--- src/rtl/spi_reg_slave.sv ---
// spi_reg_slave: SPI peripheral holding one DATA_W-bit register.
// The SPI pins are oversampled in the clk domain. A frame is one command bit
// (1 = PUT/write, 0 = GET/read) followed by DATA_W data bits, MSB first.
module spi_reg_slave #(
    parameter int                DATA_W      = 16,
    parameter int                SYNC_STAGES = 2,
    parameter logic [DATA_W-1:0] RESET_VAL   = '0
) (
    input  logic              clk,
    input  logic              rst,
    input  logic              cs_n,
    input  logic              sclk,
    input  logic              mosi,
    output logic              miso,
    output logic [DATA_W-1:0] reg_q,
    output logic              wr_strobe,
    output logic              rd_strobe,
    output logic              frame_err
);

    localparam int               CNT_W    = $clog2(DATA_W + 1);
    localparam logic [CNT_W-1:0] LAST_CNT = CNT_W'(DATA_W - 1);

    typedef enum logic [1:0] {
        IDLE,
        CMD,
        DATA,
        WAIT_CS
    } state_t;

    // Synchronizer chains plus one delayed copy of each for edge detection
    logic [SYNC_STAGES-1:0] cs_sync_q, cs_sync_d;
    logic [SYNC_STAGES-1:0] sclk_sync_q, sclk_sync_d;
    logic [SYNC_STAGES-1:0] mosi_sync_q, mosi_sync_d;
    logic                   cs_dly_q, cs_dly_d;
    logic                   sclk_dly_q, sclk_dly_d;

    logic cs_s, sclk_s, mosi_s;
    logic sclk_rise, sclk_fall, cs_fall, cs_rise;

    // Frame state. shift_in holds the first DATA_W-1 received bits; the last
    // bit comes straight from mosi on the committing edge. shift_out holds
    // the GET bits still to be sent below the one currently on miso.
    state_t            state_q, state_d;
    logic [CNT_W-1:0]  count_q, count_d;
    logic              mode_q, mode_d;
    logic [DATA_W-2:0] shift_in_q, shift_in_d;
    logic [DATA_W-2:0] shift_out_q, shift_out_d;
    logic [DATA_W-1:0] reg_d;
    logic              miso_q, miso_d;
    logic              wr_strobe_q, wr_strobe_d;
    logic              rd_strobe_q, rd_strobe_d;
    logic              frame_err_q, frame_err_d;

    assign cs_s      = cs_sync_q[SYNC_STAGES-1];
    assign sclk_s    = sclk_sync_q[SYNC_STAGES-1];
    assign mosi_s    = mosi_sync_q[SYNC_STAGES-1];

    assign sclk_rise = sclk_s & ~sclk_dly_q;
    assign sclk_fall = ~sclk_s & sclk_dly_q;
    assign cs_fall   = ~cs_s & cs_dly_q;
    assign cs_rise   = cs_s & ~cs_dly_q;

    assign miso      = miso_q;
    assign wr_strobe = wr_strobe_q;
    assign rd_strobe = rd_strobe_q;
    assign frame_err = frame_err_q;

    // Shift the raw pins through the synchronizers and keep the delayed copies
    always_comb begin
        cs_sync_d   = {cs_sync_q[SYNC_STAGES-2:0], cs_n};
        sclk_sync_d = {sclk_sync_q[SYNC_STAGES-2:0], sclk};
        mosi_sync_d = {mosi_sync_q[SYNC_STAGES-2:0], mosi};
        cs_dly_d    = cs_s;
        sclk_dly_d  = sclk_s;
    end

    // Frame decoder: chip-select restarts/aborts take priority over bit traffic
    always_comb begin
        state_d     = state_q;
        count_d     = count_q;
        mode_d      = mode_q;
        shift_in_d  = shift_in_q;
        shift_out_d = shift_out_q;
        reg_d       = reg_q;
        miso_d      = miso_q;
        wr_strobe_d = 1'b0;
        rd_strobe_d = 1'b0;
        frame_err_d = 1'b0;

        if (cs_fall) begin
            frame_err_d = (state_q == CMD) || (state_q == DATA);
            state_d     = CMD;
            count_d     = '0;
            shift_in_d  = '0;
            miso_d      = 1'b0;
        end else begin
            unique case (state_q)
                IDLE: begin
                    miso_d = 1'b0;
                end
                CMD: begin
                    miso_d = 1'b0;
                    if (cs_rise) begin
                        frame_err_d = 1'b1;
                        state_d     = IDLE;
                    end else if (sclk_rise) begin
                        mode_d  = mosi_s;
                        state_d = DATA;
                        if (!mosi_s) begin
                            shift_out_d = reg_q[DATA_W-2:0];
                            miso_d      = reg_q[DATA_W-1];
                        end
                    end
                end
                DATA: begin
                    if (sclk_rise) begin
                        count_d = count_q + 1'b1;
                        if (mode_q) begin
                            shift_in_d = {shift_in_q[DATA_W-3:0], mosi_s};
                        end
                    end
                    if (!mode_q && sclk_fall) begin
                        shift_out_d = {shift_out_q[DATA_W-3:0], 1'b0};
                        miso_d      = shift_out_q[DATA_W-2];
                    end
                    if (sclk_rise && (count_q == LAST_CNT)) begin
                        if (mode_q) begin
                            reg_d       = {shift_in_q, mosi_s};
                            wr_strobe_d = 1'b1;
                        end else begin
                            rd_strobe_d = 1'b1;
                        end
                        miso_d  = 1'b0;
                        state_d = cs_rise ? IDLE : WAIT_CS;
                    end else if (cs_rise) begin
                        frame_err_d = 1'b1;
                        miso_d      = 1'b0;
                        state_d     = IDLE;
                    end
                end
                WAIT_CS: begin
                    miso_d = 1'b0;
                    if (cs_rise) begin
                        state_d = IDLE;
                    end
                end
                default: begin
                    miso_d  = 1'b0;
                    state_d = IDLE;
                end
            endcase
        end
    end

    // Register everything; reset abandons any frame in progress silently
    always_ff @(posedge clk) begin
        if (rst) begin
            cs_sync_q   <= '1;
            sclk_sync_q <= '0;
            mosi_sync_q <= '0;
            cs_dly_q    <= 1'b1;
            sclk_dly_q  <= 1'b0;
            state_q     <= IDLE;
            count_q     <= '0;
            mode_q      <= 1'b0;
            shift_in_q  <= '0;
            shift_out_q <= '0;
            reg_q       <= RESET_VAL;
            miso_q      <= 1'b0;
            wr_strobe_q <= 1'b0;
            rd_strobe_q <= 1'b0;
            frame_err_q <= 1'b0;
        end else begin
            cs_sync_q   <= cs_sync_d;
            sclk_sync_q <= sclk_sync_d;
            mosi_sync_q <= mosi_sync_d;
            cs_dly_q    <= cs_dly_d;
            sclk_dly_q  <= sclk_dly_d;
            state_q     <= state_d;
            count_q     <= count_d;
            mode_q      <= mode_d;
            shift_in_q  <= shift_in_d;
            shift_out_q <= shift_out_d;
            reg_q       <= reg_d;
            miso_q      <= miso_d;
            wr_strobe_q <= wr_strobe_d;
            rd_strobe_q <= rd_strobe_d;
            frame_err_q <= frame_err_d;
        end
    end

endmodule

--- config.mk ---
export PLATFORM = sky130hd
export DESIGN_NAME = spi_reg_slave
export DESIGN_NICKNAME = d
export VERILOG_FILES = /design/src/rtl/spi_reg_slave.sv
export SDC_FILE = /design/constraint.sdc
export NUM_CORES = 1
export LEC_CHECK = 0
export BUFFER_PORTS_ARGS = -buffer_cell sky130_fd_sc_hd__buf_2
export CORE_ASPECT_RATIO = 0.75
export CORE_MARGIN = 3
export CORE_UTILIZATION = 48
export DETAILED_ROUTE_END_ITERATION = 7
export PLACE_DENSITY = 0.67
export REMOVE_ABC_BUFFERS = 1
export SKIP_CTS_REPAIR_TIMING = 1
export SYNTH_ARGS = -nofsm -noshare
export SYNTH_HDL_FRONTEND = slang
export SYNTH_SLANG_ARGS = --single-unit
--- constraint.sdc ---
create_clock -name clk -period 1.9 [get_ports clk]
set_input_delay 0.095 -clock clk [delete_from_list [all_inputs] [get_ports clk]]
set_output_delay 0.095 -clock clk [all_outputs]
set_load 0.01 [all_outputs]
Word level (Yosys, flattened, before mapping)
Cells that the tools add are included.
Cells by class
  add/sub/neg operators: 1
  equal/unequal tests: 11
  muxes and demuxes: 25
  bitwise operators: 12
  reduce and logical (&&, ||, !) cells: 18
Operators with widths (number)
  two-way mux 15 bit: 4
  case mux 15 bit (2 select lines): 1
  two-way mux 1 bit: 12
  two-way mux 2 bit: 5
  NOT 1 bit: 8
  AND reduction 4 bit: 2
  != test 2 bit, second input constant: 3
  case mux 2 bit (3 select lines): 1
  AND reduction 2 bit: 3
  AND reduction 6 bit: 1
  adder 5 x 1 -> 5 bit, second input constant: 1
  equality test 5 x 4 -> 1 bit, second input constant: 1
  bitwise AND 1 bit: 4
  equality test 2 bit, second input constant: 2
  != test 4 x 2 -> 1 bit, second input constant: 1
  != test 4 bit, second input constant: 1
  nonzero test 4 bit: 1
  OR reduction 2 bit: 2
  OR reduction 4 bit: 1
  != test 3 bit, second input constant: 1
  case mux 1 bit (3 select lines): 1
  AND reduction 3 bit: 1
  nonzero test 3 bit: 1
  equality test 2 x 1 -> 1 bit, second input constant: 1
  other kinds (7): 8
Word-level totals
  bits in registers: 66
  input bits: 5
  output and inout port bits: 20
  word-level logic and storage cells: 83

Depth between registers and ports, before layout
  word-level depth: 7
  mapped depth: 8
  gate-level depth less buffers: 6

Worst setup path before layout
No wires, ideal clock.
  path type: register to register
  from: register state_q[0]
  to: register reg_q[3]
  setup time: 0.131 ns
  arrival time: 1.570 ns
  data required time: 1.769 ns
  setup slack: 0.199 ns
  stages on the path, launching flop included: 9
  path buffers: 2
  period minus slack after synthesis: 1.701 ns
  cells stage by stage: dfxtp_1 -> inv_1 -> ha_1 -> and3b_1 -> buf_4 -> nand4_4 -> buf_4 -> mux2i_1 -> nor2_1
Between the ends
  longest elaborated chain between the ends: 2
RTL lines
  from (decl): RTL line 44  | state_t state_q, state_d;
  from (signal assigned): RTL line 180  | state_q <= state_d;
  equality test 2 bit: RTL line 98  | unique case (state_q)
  AND reduction 4 bit (no line)
  to (signal assigned): RTL line 185  | reg_q <= reg_d;
  to (decl): RTL line 15  | output logic [DATA_W-1:0] reg_q,
Every way passes these cells.
A chain may end at the register's enable or synchronous reset.

Worst setup path after layout
  from: register count_q[0]
  to: register state_q[0]
Between the ends
  longest elaborated chain between the ends: 5
RTL lines
  from (decl): RTL line 45  | logic [CNT_W-1:0] count_q, count_d;
  from (signal assigned): RTL line 181  | count_q <= count_d;
  equality test 5 x 4 -> 1 bit: RTL line 127  | if (sclk_rise && (count_q == LAST_CNT)) begin
  logical AND 1 bit: RTL line 127
  two-way mux 2 bit: RTL line 127
  case mux 2 bit (3 select lines): RTL line 98
  two-way mux 1 bit: RTL line 91  | if (cs_fall) begin
Every way passes these cells.

==> impl_results.html <==
<table>
<tr><th>Metric</th><th>Value</th></tr>
<tr><th colspan="2">Route</th></tr>
<tr><td>Number of antenna-violating nets in the routed design</td><td>0</td></tr>
<tr><td>DRC violation total after the first TritonRoute iteration</td><td>between 150 and 200</td></tr>
<tr><td>Via density per instance</td><td>5.14</td></tr>
<tr><td>Total routed wirelength</td><td>about 5.3 mm</td></tr>
<tr><td>Final routed DRC violation total</td><td>0</td></tr>
<tr><td>Via total after detailed routing</td><td>2,020</td></tr>
<tr><td>Routed len/inst</td><td>roughly 14 µm</td></tr>
<tr><td>Drt pass-1 iters</td><td>4</td></tr>
<tr><th colspan="2">Synthesis</th></tr>
<tr><td>Post-synthesis cell type count</td><td>38</td></tr>
<tr><td>Predominant post-synthesis flop cell</td><td>dfxtp_1</td></tr>
<tr><td>Warning count from the yosys run</td><td>0</td></tr>
<tr><td>Syn Area/Cell</td><td>roughly 9.7 µm²</td></tr>
<tr><td>Portion of the post-synthesis area used by sequential elements</td><td>between 40% and 50%</td></tr>
<tr><td>Post-synthesis cell type with the largest combined area</td><td>dfxtp_1</td></tr>
<tr><td>Async set or reset register ratio after synthesis</td><td>0%</td></tr>
<tr><td>Synthesized instance count</td><td>about 280</td></tr>
<tr><td>Yosys reg bits</td><td>66</td></tr>
<tr><td>Synth top area cells</td><td>dfxtp_1, mux2i_1, a21oi_1</td></tr>
<tr><td>Post-synth EDFFs</td><td>0</td></tr>
<tr><td>Yosys top cell area share</td><td>48.3%</td></tr>
<tr><td>Cell Area, Synth</td><td>2740 µm²</td></tr>
<tr><th colspan="2">Min path</th></tr>
<tr><td>Worst min-delay path class</td><td>input pin to register</td></tr>
<tr><th colspan="2">Worst setup path</th></tr>
<tr><td>Startpoint types</td><td>register</td></tr>
<tr><td>Setup crit end kind</td><td>register</td></tr>
<tr><td>Required time worst endpoint</td><td>2180 ps</td></tr>
<tr><td>Type of the setup path with the least slack</td><td>register to register</td></tr>
<tr><td>Crit path max fanout</td><td>4</td></tr>
<tr><td>Crit path arrival time</td><td>2080 ps</td></tr>
<tr><th colspan="2">Clock network</th></tr>
<tr><td>Cell chosen for the clock root</td><td>clkbuf_8</td></tr>
<tr><td>Maximum clock insertion buffer count</td><td>2</td></tr>
<tr><td>Clock Sink Count</td><td>66</td></tr>
<tr><td>CTS tree</td><td>done</td></tr>
<tr><td>Clock-pin slew on the worst setup and hold paths</td><td>about 80 ps</td></tr>
<tr><td>Clock latency reported for the late side of the worst-skew pair</td><td>between 300 and 400 ps</td></tr>
<tr><td>Maximum level of the CTS H-tree</td><td>3</td></tr>
<tr><td>Number of buffers created by CTS</td><td>9</td></tr>
<tr><th colspan="2">Power</th></tr>
<tr><td>P_leak</td><td>roughly 1.3 nW</td></tr>
<tr><td>Total power divided by cell area</td><td>916 nW/µm²</td></tr>
<tr><td>Total power of the final layout</td><td>about 2.9 mW</td></tr>
<tr><td>Worst IR drop on VDD</td><td>0.560 mV</td></tr>
<tr><th colspan="2">Floorplanning</th></tr>
<tr><td>Core area</td><td>around 5400 µm²</td></tr>
<tr><td>Height of the die</td><td>approximately 70 µm</td></tr>
<tr><td>Die footprint</td><td>6650 µm²</td></tr>
<tr><td>Initial Utilization</td><td>between 50% and 60%</td></tr>
<tr><td>Number of core rows</td><td>23</td></tr>
<tr><td>Chip width</td><td>between 90 and 100 µm</td></tr>
<tr><td>Boundary pin count</td><td>25</td></tr>
<tr><th colspan="2">Global routing</th></tr>
<tr><td>Maximum number of pins on one net before global-route repair</td><td>34</td></tr>
<tr><td>Number of global-route vias before repair</td><td>1,838</td></tr>
<tr><td>Global-route wire length before repair</td><td>around 9 mm</td></tr>
<tr><td>Grt ovf</td><td>0</td></tr>
<tr><td>All-layer global routing usage</td><td>roughly 17%</td></tr>
<tr><td>Number of antenna violations at the first check in global routing</td><td>0</td></tr>
<tr><th colspan="2">STA</th></tr>
<tr><td>Clock tree skew after final layout</td><td>slightly below 8 ps</td></tr>
<tr><td>Maximum frequency from static timing analysis</td><td>approximately 0.56 GHz</td></tr>
<tr><td>RSZ-0062 raised after global routing</td><td>false</td></tr>
<tr><td>Final min period</td><td>roughly 1800 ps</td></tr>
<tr><td>Final setup violating endpoints</td><td>0</td></tr>
<tr><td>Final clock period utilization by the worst path</td><td>roughly 95%</td></tr>
<tr><td>Final Slew Violations</td><td>0</td></tr>
<tr><td>Worst slew pin tran</td><td>about 440 ps</td></tr>
<tr><td>Worst relative slew slack</td><td>70.5%</td></tr>
<tr><td>Hold Violations, Final</td><td>0</td></tr>
<tr><th colspan="2">Finish</th></tr>
<tr><td>Total Nets Final</td><td>325</td></tr>
<tr><td>Fillcell total</td><td>between 400 and 500</td></tr>
<tr><td>Antenna diodes</td><td>0</td></tr>
<tr><td>Most common cell after layout, fill and taps aside</td><td>dfxtp_1</td></tr>
<tr><td>Final non-filler cell total</td><td>between 300 and 400</td></tr>
<tr><td>Most frequent cells in the layout</td><td>dfxtp_1, nand2_1, mux2i_1</td></tr>
<tr><td>Fraction of layout instances using a drive strength above 1</td><td>21.7%</td></tr>
<tr><td>Layout overhead on the synthesized area</td><td>15.5%</td></tr>
<tr><td>Finished layout cell area</td><td>3160 µm²</td></tr>
<tr><th colspan="2">Flow run</th></tr>
<tr><td>Max Cap Violations</td><td>0</td></tr>
<tr><th colspan="2">Placed design</th></tr>
<tr><td>Total placed cells including tap cells</td><td>around 370</td></tr>
<tr><td>Cell area after placement</td><td>2920 µm²</td></tr>
<tr><td>Port Buffer Count</td><td>24</td></tr>
<tr><td>DP Wirelength</td><td>about 3.6 mm</td></tr>
<tr><td>RePlAce Congestion</td><td>approximately 0.83</td></tr>
<tr><th colspan="2">Outcome</th></tr>
<tr><td>Status</td><td>complete, no violations</td></tr>
</table>
## final cells by class
type / count / area (µm²) / share of cell area (%)
inverters: 5 / 18.8 / 0.594
well taps: 75 / 93.8 / 2.97
repair buffers: 38 / 245 / 7.76
multi-input cells: 193 / 1300 / 41.1
clock inverters: 5 / 40.0 / 1.27
flip-flops and latches: 66 / 1320 / 41.8
clock buffers: 11 / 141 / 4.47
## worst max-delay path, stage by stage, from the launching register on
cell and delay, ps:
dfxtp_1 370, ha_1 180, and3_1 170, ha_1 280
nand2_1 130, a2111oi_0 420, or3_1 180
## path summary, 6_finish.rpt
kind,from,endpoint,slack (ps),cells past startpoint
max,count_q[0],state_q[0],100,6
min reg2reg,cs_sync_q[0],cs_sync_q[1],410,1
min,rst,reg_q[12],90,2
max reg2reg,count_q[0],state_q[0],100,6
## flip-flops by register name, summed over array words and instances, names as in the netlist
register / flops
reg_q: 16
shift_in_q: 15
shift_out_q: 15
count_q: 5
cs_sync_q: 2
mosi_sync_q: 2
sclk_sync_q: 2
state_q: 2
cs_dly_q: 1
frame_err: 1
miso: 1
mode_q: 1
rd_strobe: 1
sclk_dly_q: 1
wr_strobe: 1
## metrics by stage
| stage | setup TNS, ps | worst slack [ps] | utilization [%] | hold WS [ps] |
|---|---|---|---|---|
| final | 0 | 102 | 58.1 | 91.8 |
| after global routing | 0 | 4.38 | 58.1 | 89.9 |
| after CTS | -13.3 | -9.70 | 57.0 | -77.5 |
| after detailed placement | 0 | 13.3 | 53.6 | 287 |
| after global placement | 0 | 68.1 | 53.6 | 284 |
| after floorplan | -16730 | -435 | - | 160 |
## power by group
part	internal [mW]	switching, mW	leakage, nW
clock network	0.513	0.548	0.0818
registers	1.44	0.0349	0.535
logic	0.155	0.200	0.675
## metal layers
layer / GRT usage (%) / routed length (µm) / share of wire, % / vias up
met3: 7.24 / 283 / 5.3 / 6
met4: 6.34 / 55 / 1.0 / 0
met1: 24.3 / 2760 / 52 / 938
li1: - / - / - / 1035
met2: 24.3 / 2240 / 42 / 41
met5: 0 / 0 / 0 / -
## cell usage after synthesis, types with 2 or more instances
library cell and count:
nor2_1 27, nand2_1 33, inv_1 5, xnor2_1 2, ha_1 7, nor3b_1 2, a2111oi_0 2, a211oi_1 7
buf_4 3, xor2_1 2, mux2i_1 32, nand2b_1 6, or2_2 3, clkbuf_1 8, nor3_1 4, o21ai_0 2
buf_2 5, dfxtp_1 66, a21oi_1 31, nor2b_1 8, a211oi_2 9, nand3_1 2
## cell families (layout without fill, tap and decap cells)
logic type               Yosys count  after routing  synth area share (%)
buffers and inverters             23             59                  4.66
multiplexers                      32             32                  11.7
XOR/XNOR                           4              4                  1.28
flip-flops                        66             66                  48.3
adder cells (fa/ha/maj)            7              7                  3.20
AND/OR/NAND/NOR                   93             93                  16.4
AO/OA/AOI/OAI                     57             57                  14.5
Power figures use the tool's default switching activity.
